### src/rtl/do_xung.sv
// do_xung: pulse-train measurement block.
// Synchronizes an asynchronous pulse input into the clki domain and measures
// its period (rising edge to rising edge) and high time in clki cycles.
// Each completed measurement is published with a one-cycle valid strobe;
// loss of signal is reported with a one-cycle timeout strobe.
//
// Output strobes: valid and timeout are single-cycle, registered,
// push-only strobes with no backpressure. The consumer must capture
// period/high_time in the cycle valid is high. Both outputs then hold
// until the next valid or reset. valid and timeout are mutually exclusive.
module do_xung #(
   parameter int unsigned W       = 31,
   parameter int unsigned TIMEOUT = 100000000
) (
   input  logic         clki,
   input  logic         rst_n,
   input  logic         xung_in,
   output logic [W-1:0] period,
   output logic [W-1:0] high_time,
   output logic         valid,
   output logic         locked,
   output logic         timeout
);

   localparam logic [W-1:0] CNT_ONE = {{(W-1){1'b0}}, 1'b1};
   localparam logic [W-1:0] CNT_MAX = W'(TIMEOUT);

   // IDLE: waiting for a first rising edge. MEASURE: counting a period.
   // The state register is kept as a named signal so checkers can bind to it.
   typedef enum logic {
      IDLE    = 1'b0,
      MEASURE = 1'b1
   } state_t;

   state_t         state;
   state_t         state_nx;

   logic           s1;
   logic           s2;
   logic           s3;
   logic           rise;
   logic           fall;

   logic [W-1:0]   cnt;
   logic [W-1:0]   cnt_nx;
   logic [W-1:0]   hi_latch;
   logic [W-1:0]   hi_nx;
   logic [W-1:0]   period_nx;
   logic [W-1:0]   high_nx;
   logic           valid_nx;
   logic           locked_nx;
   logic           timeout_nx;

   // Two-flop synchronizer followed by an edge-detect register.
   always_ff @(posedge clki or negedge rst_n) begin
      if (!rst_n) begin
         s1 <= 1'b0;
         s2 <= 1'b0;
         s3 <= 1'b0;
      end else begin
         s1 <= xung_in;
         s2 <= s1;
         s3 <= s2;
      end
   end

   assign rise = s2 & ~s3;
   assign fall = ~s2 & s3;

   // Next-state, counter and output decode. A rise always takes priority
   // over the timeout check, so a period of exactly TIMEOUT is still measured.
   // The counter holds once it reaches TIMEOUT, so it can never wrap.
   always_comb begin
      state_nx   = state;
      cnt_nx     = cnt;
      hi_nx      = hi_latch;
      period_nx  = period;
      high_nx    = high_time;
      valid_nx   = 1'b0;
      locked_nx  = locked;
      timeout_nx = 1'b0;

      case (state)
         IDLE: begin
            // The first edge only opens a measurement window.
            if (rise) begin
               state_nx = MEASURE;
               cnt_nx   = CNT_ONE;
               hi_nx    = '0;
            end
         end

         MEASURE: begin
            if (rise) begin
               // hi_latch is zero if no fall was seen since the last rise.
               period_nx = cnt;
               high_nx   = hi_latch;
               valid_nx  = 1'b1;
               locked_nx = 1'b1;
               cnt_nx    = CNT_ONE;
               hi_nx     = '0;
            end else if (cnt == CNT_MAX) begin
               timeout_nx = 1'b1;
               locked_nx  = 1'b0;
               state_nx   = IDLE;
            end else begin
               cnt_nx = cnt + CNT_ONE;
               if (fall) begin
                  hi_nx = cnt;
               end
            end
         end

         default: begin
            state_nx = IDLE;
         end
      endcase
   end

   // State, counter and published results; reset discards any partial count.
   always_ff @(posedge clki or negedge rst_n) begin
      if (!rst_n) begin
         state     <= IDLE;
         cnt       <= '0;
         hi_latch  <= '0;
         period    <= '0;
         high_time <= '0;
         valid     <= 1'b0;
         locked    <= 1'b0;
         timeout   <= 1'b0;
      end else begin
         state     <= state_nx;
         cnt       <= cnt_nx;
         hi_latch  <= hi_nx;
         period    <= period_nx;
         high_time <= high_nx;
         valid     <= valid_nx;
         locked    <= locked_nx;
         timeout   <= timeout_nx;
      end
   end

endmodule

### config.mk
export PLATFORM = sky130hd
export DESIGN_NAME = do_xung
export DESIGN_NICKNAME = d
export VERILOG_FILES = /design/src/rtl/do_xung.sv
export SDC_FILE = /design/constraint.sdc
export NUM_CORES = 1
export LEC_CHECK = 0
export BUFFER_PORTS_ARGS = -buffer_cell sky130_fd_sc_hd__buf_2
export CAP_MARGIN = 20
export CORE_MARGIN = 4
export CORE_UTILIZATION = 62
export CTS_CLUSTER_SIZE = 25
export DETAILED_ROUTE_END_ITERATION = 7
export PLACE_DENSITY = 0.84
export SLEW_MARGIN = 20
export SYNTH_ARGS = -nofsm -noshare
export SYNTH_HDL_FRONTEND = slang
export SYNTH_SLANG_ARGS = --single-unit
### constraint.sdc
create_clock -name clki -period 3.2 [get_ports clki]
set_input_delay 0.64 -clock clki [delete_from_list [all_inputs] [get_ports clki]]
set_output_delay 0.64 -clock clki [all_outputs]
set_load 0.01 [all_outputs]
==> metrics.txt <==
critical path type=reg2reg; Yosys reg bits=between 100 and 150; CTS tree=done; Clock transition at path regs=0.06 ns; P per Cell Area=approximately 620 nW/um^2; global route overflow=0; peak supply drop=between 0.0003 and 0.0004 V; crit-path max FO=26; Final Hold Vio Count=0; Initial Util=a little over three fifths; initial detailed-routing violation count=a little over 400; root buf cell=clkbuf_8; DRC viols=0; crit path DAT=2.96 ns; TNS Setup=0 ns; global-route wire length before repair=around 20 mm; number of setup violations in the final report=0; die height=just over 100 um; most frequent cells in the layout=131 x dfrtp_1, 66 x buf_2, 56 x mux2_2, 27 x nand2_1, 21 x a22o_1; clock latency on the worst-skew pair=approximately 0.52 ns; clock share of power=48.0%; Pint=3.037 mW; worst path cell trace=inv_1 > ha_1 > nor3b_1 > and4_1 > a31oi_2 > nor2b_4 > a22o_1; largest net degree at the start of global routing=116; Filler cells=between 500 and 600; Clock Skews=0.008411 ns; setup bufs post-CTS=0; leakage power=3.249 nW; Worst-Margin Slew=0.6962 ns; number of buffers and inverters on the critical path=1; Final Instance Area=roughly 6400 sq um; combinational power share=6.8%; Synthesis Warnings=0; Period minus WS final=2.512 ns; initial antenna violation count=0; delay-heaviest family, CP=simple AND/OR/NAND/NOR gates; hold-critical path endpoint=s1; adder-cell share of the synthesized area=less than 1%; All-Layer GR Usage=between 20% and 30%; xor and xnor fraction of the mapped netlist area=2.553%; Pwr Total=between 3 and 4 mW; R2R depth=7; P_sw=0.9439 mW; Setup crit start kind=flop; Syn Nets=about 430; Core ar.=roughly 8700 sq um; Post-CTS Resized=0; Slew HR=between 50 and 60%; GPL Wtd Cong=about 0.85; antenna cell count=0; DR vias/cell=slightly above 6; dpl cell area=just under 6000 sq um; crit-path max cell delay=around 0.67 ns; HP Start=xung_in; hold depth=1; Clock Sinks=between 100 and 150; post-route ant nets=0; required time of the critical path=about 3.7 ns; most common cell after layout, fill and taps aside=dfrtp_1; HP Class=in2reg; post-synthesis sequential area ratio=between 50% and 60%; die area=~10000 sq um; synth unique cells=46; Layout area overhead=17.19%; gate count of the mapped netlist=about 430; HPWL after detailed placement=7.400 mm; Port Buffers=67; CP max stage cell=nor2b_4; Net count, final=497; Avg Inst Size Synth=about 13 sq um; worst flop-to-flop path endpoint=hi_latch[11]; Final Max Tran Viols=0; post-synth design cell area=5489 sq um; RSZ-0062 raised after global routing=false; mux cell area share after synthesis=11.49%; H-tree depth=4; Inserted Clock Buffers=17; Pre-antenna DRT Iters=5; clk buf depth=2; CP Capture Type=flop; layout cells sized above 1=approximately a third; Critical R2R Launch=cnt[0]; storage element area=about 3300 sq um; reported max-cap violation count=0; # rows=34; via count=between 3000 and 4000; multi-input logic area=roughly 2000 sq um; vias in the first global route=between 3000 and 4000; Final Cycle Share=78.49%; Net Sw Frac=a little under a quarter; main combinational cell family by area after synthesis=multiplexers; Seq pwr share=roughly 45%; Die Wd=about 100 um; DR WL/cell=between 15 and 20 um; Synth Area in Simple Gates=roughly 11%; Routed WL=between 10 and 15 mm; Hold Buf Count CTS=1; I/O Pins=68; r2r setup slk=0.69 ns; status=completed; Max Clock Freq=~400 MHz; Compound-Gate Fraction of Synth Area=roughly a tenth
-- registers in the layout, summed over array words and instances, names as in the netlist --
signal,cells
cnt,31
hi_latch,31
high_time,31
locked,1
period,31
s1,1
s2,1
s3,1
state,1
timeout,1
valid,1
-- cell families (layout without fill, tap and decap cells) --
kind of cell    after synthesis  after routing
flops                       131            131
simple gates                112            112
compound gates               74             74
mux                          56             56
buf+inv                      37            113
xor+xnor                     16             16
fa+ha+maj                     2              2
-- final cells by class --
class | instances | area share, %
flip-flops and latches | 131 | 50.96
multi-input cells | 260 | 30.95
clock buffers | 18 | 6.652
repair buffers | 72 | 6.263
clock inverters | 13 | 2.490
well taps | 108 | 2.101
inverters | 10 | 0.5835
-- cell usage after synthesis, drive strengths merged --
cell type	number	area share, %
a21o	3	0.41
a21oi	12	1.1
a22o	27	4.4
a31o	2	0.32
a31oi	2	0.34
a32o	3	0.55
and2	4	0.46
and3	4	0.46
and4	5	0.80
buf	14	2.3
clkbuf	13	1.1
dfrtp	131	60
ha	2	0.46
inv	10	0.68
mux2	56	11
nand2	28	1.9
nand2b	1	0.11
nand3	10	0.91
nand3b	1	0.14
nand4	7	0.80
nor2	17	1.2
nor2b	3	0.48
nor3	8	0.73
nor3b	1	0.14
nor4	5	0.84
nor4b	2	0.32
o211ai	3	0.41
o21ai	12	1.1
o21bai	1	0.34
o2bb2ai	1	0.16
o31ai	8	1.1
or3	4	0.46
or4	12	1.7
xnor2	11	1.8
xor2	5	0.80
-- stage by stage --
step                util, %  hold slack (ns)  instances  worst slack (ns)
CTS                   74.12           0.2123        612            0.7518
floorplan                 -           0.3312        428             1.056
detailed placement    67.23           0.3470        580            0.7983
global route          74.12           0.2156        612            0.5832
finish                74.12           0.2246        612            0.6883
global placement      67.23           0.3339        580            0.9030
-- worst max-delay path by stage --
stage | start | slack [ns] | endpoint | depth (start not counted)
after floorplan | cnt[17] | 1.06 | hi_latch[10] | 7
after global placement | cnt[17] | 0.90 | hi_latch[5] | 5
after detailed placement | cnt[19] | 0.80 | hi_latch[4] | 5
after CTS | cnt[0] | 0.75 | hi_latch[11] | 7
after global routing | cnt[0] | 0.58 | hi_latch[11] | 7
final | cnt[0] | 0.69 | hi_latch[11] | 7
-- layer usage --
metal / global-route usage, % / share of wire, % / vias to the layer above
li1: - / - / 1688
met3: 6.007 / 6.4 / 36
met1: 32.70 / 41 / 1903
met2: 40.03 / 50 / 171
met5: 0 / 0 / -
met4: 9.990 / 2.4 / 0
-- power by group through the flow --
stage                     registers (mW)  clock network, mW  logic [mW]
after floorplan                     1.81                  0       0.171
after global placement              1.82                  0       0.256
after detailed placement            1.82                  0       0.270
after CTS                           1.80               1.93       0.276
after global routing                1.81               2.01       0.302
final                               1.80               1.91       0.272
Note: power is estimated with default switching activity, not from simulation.
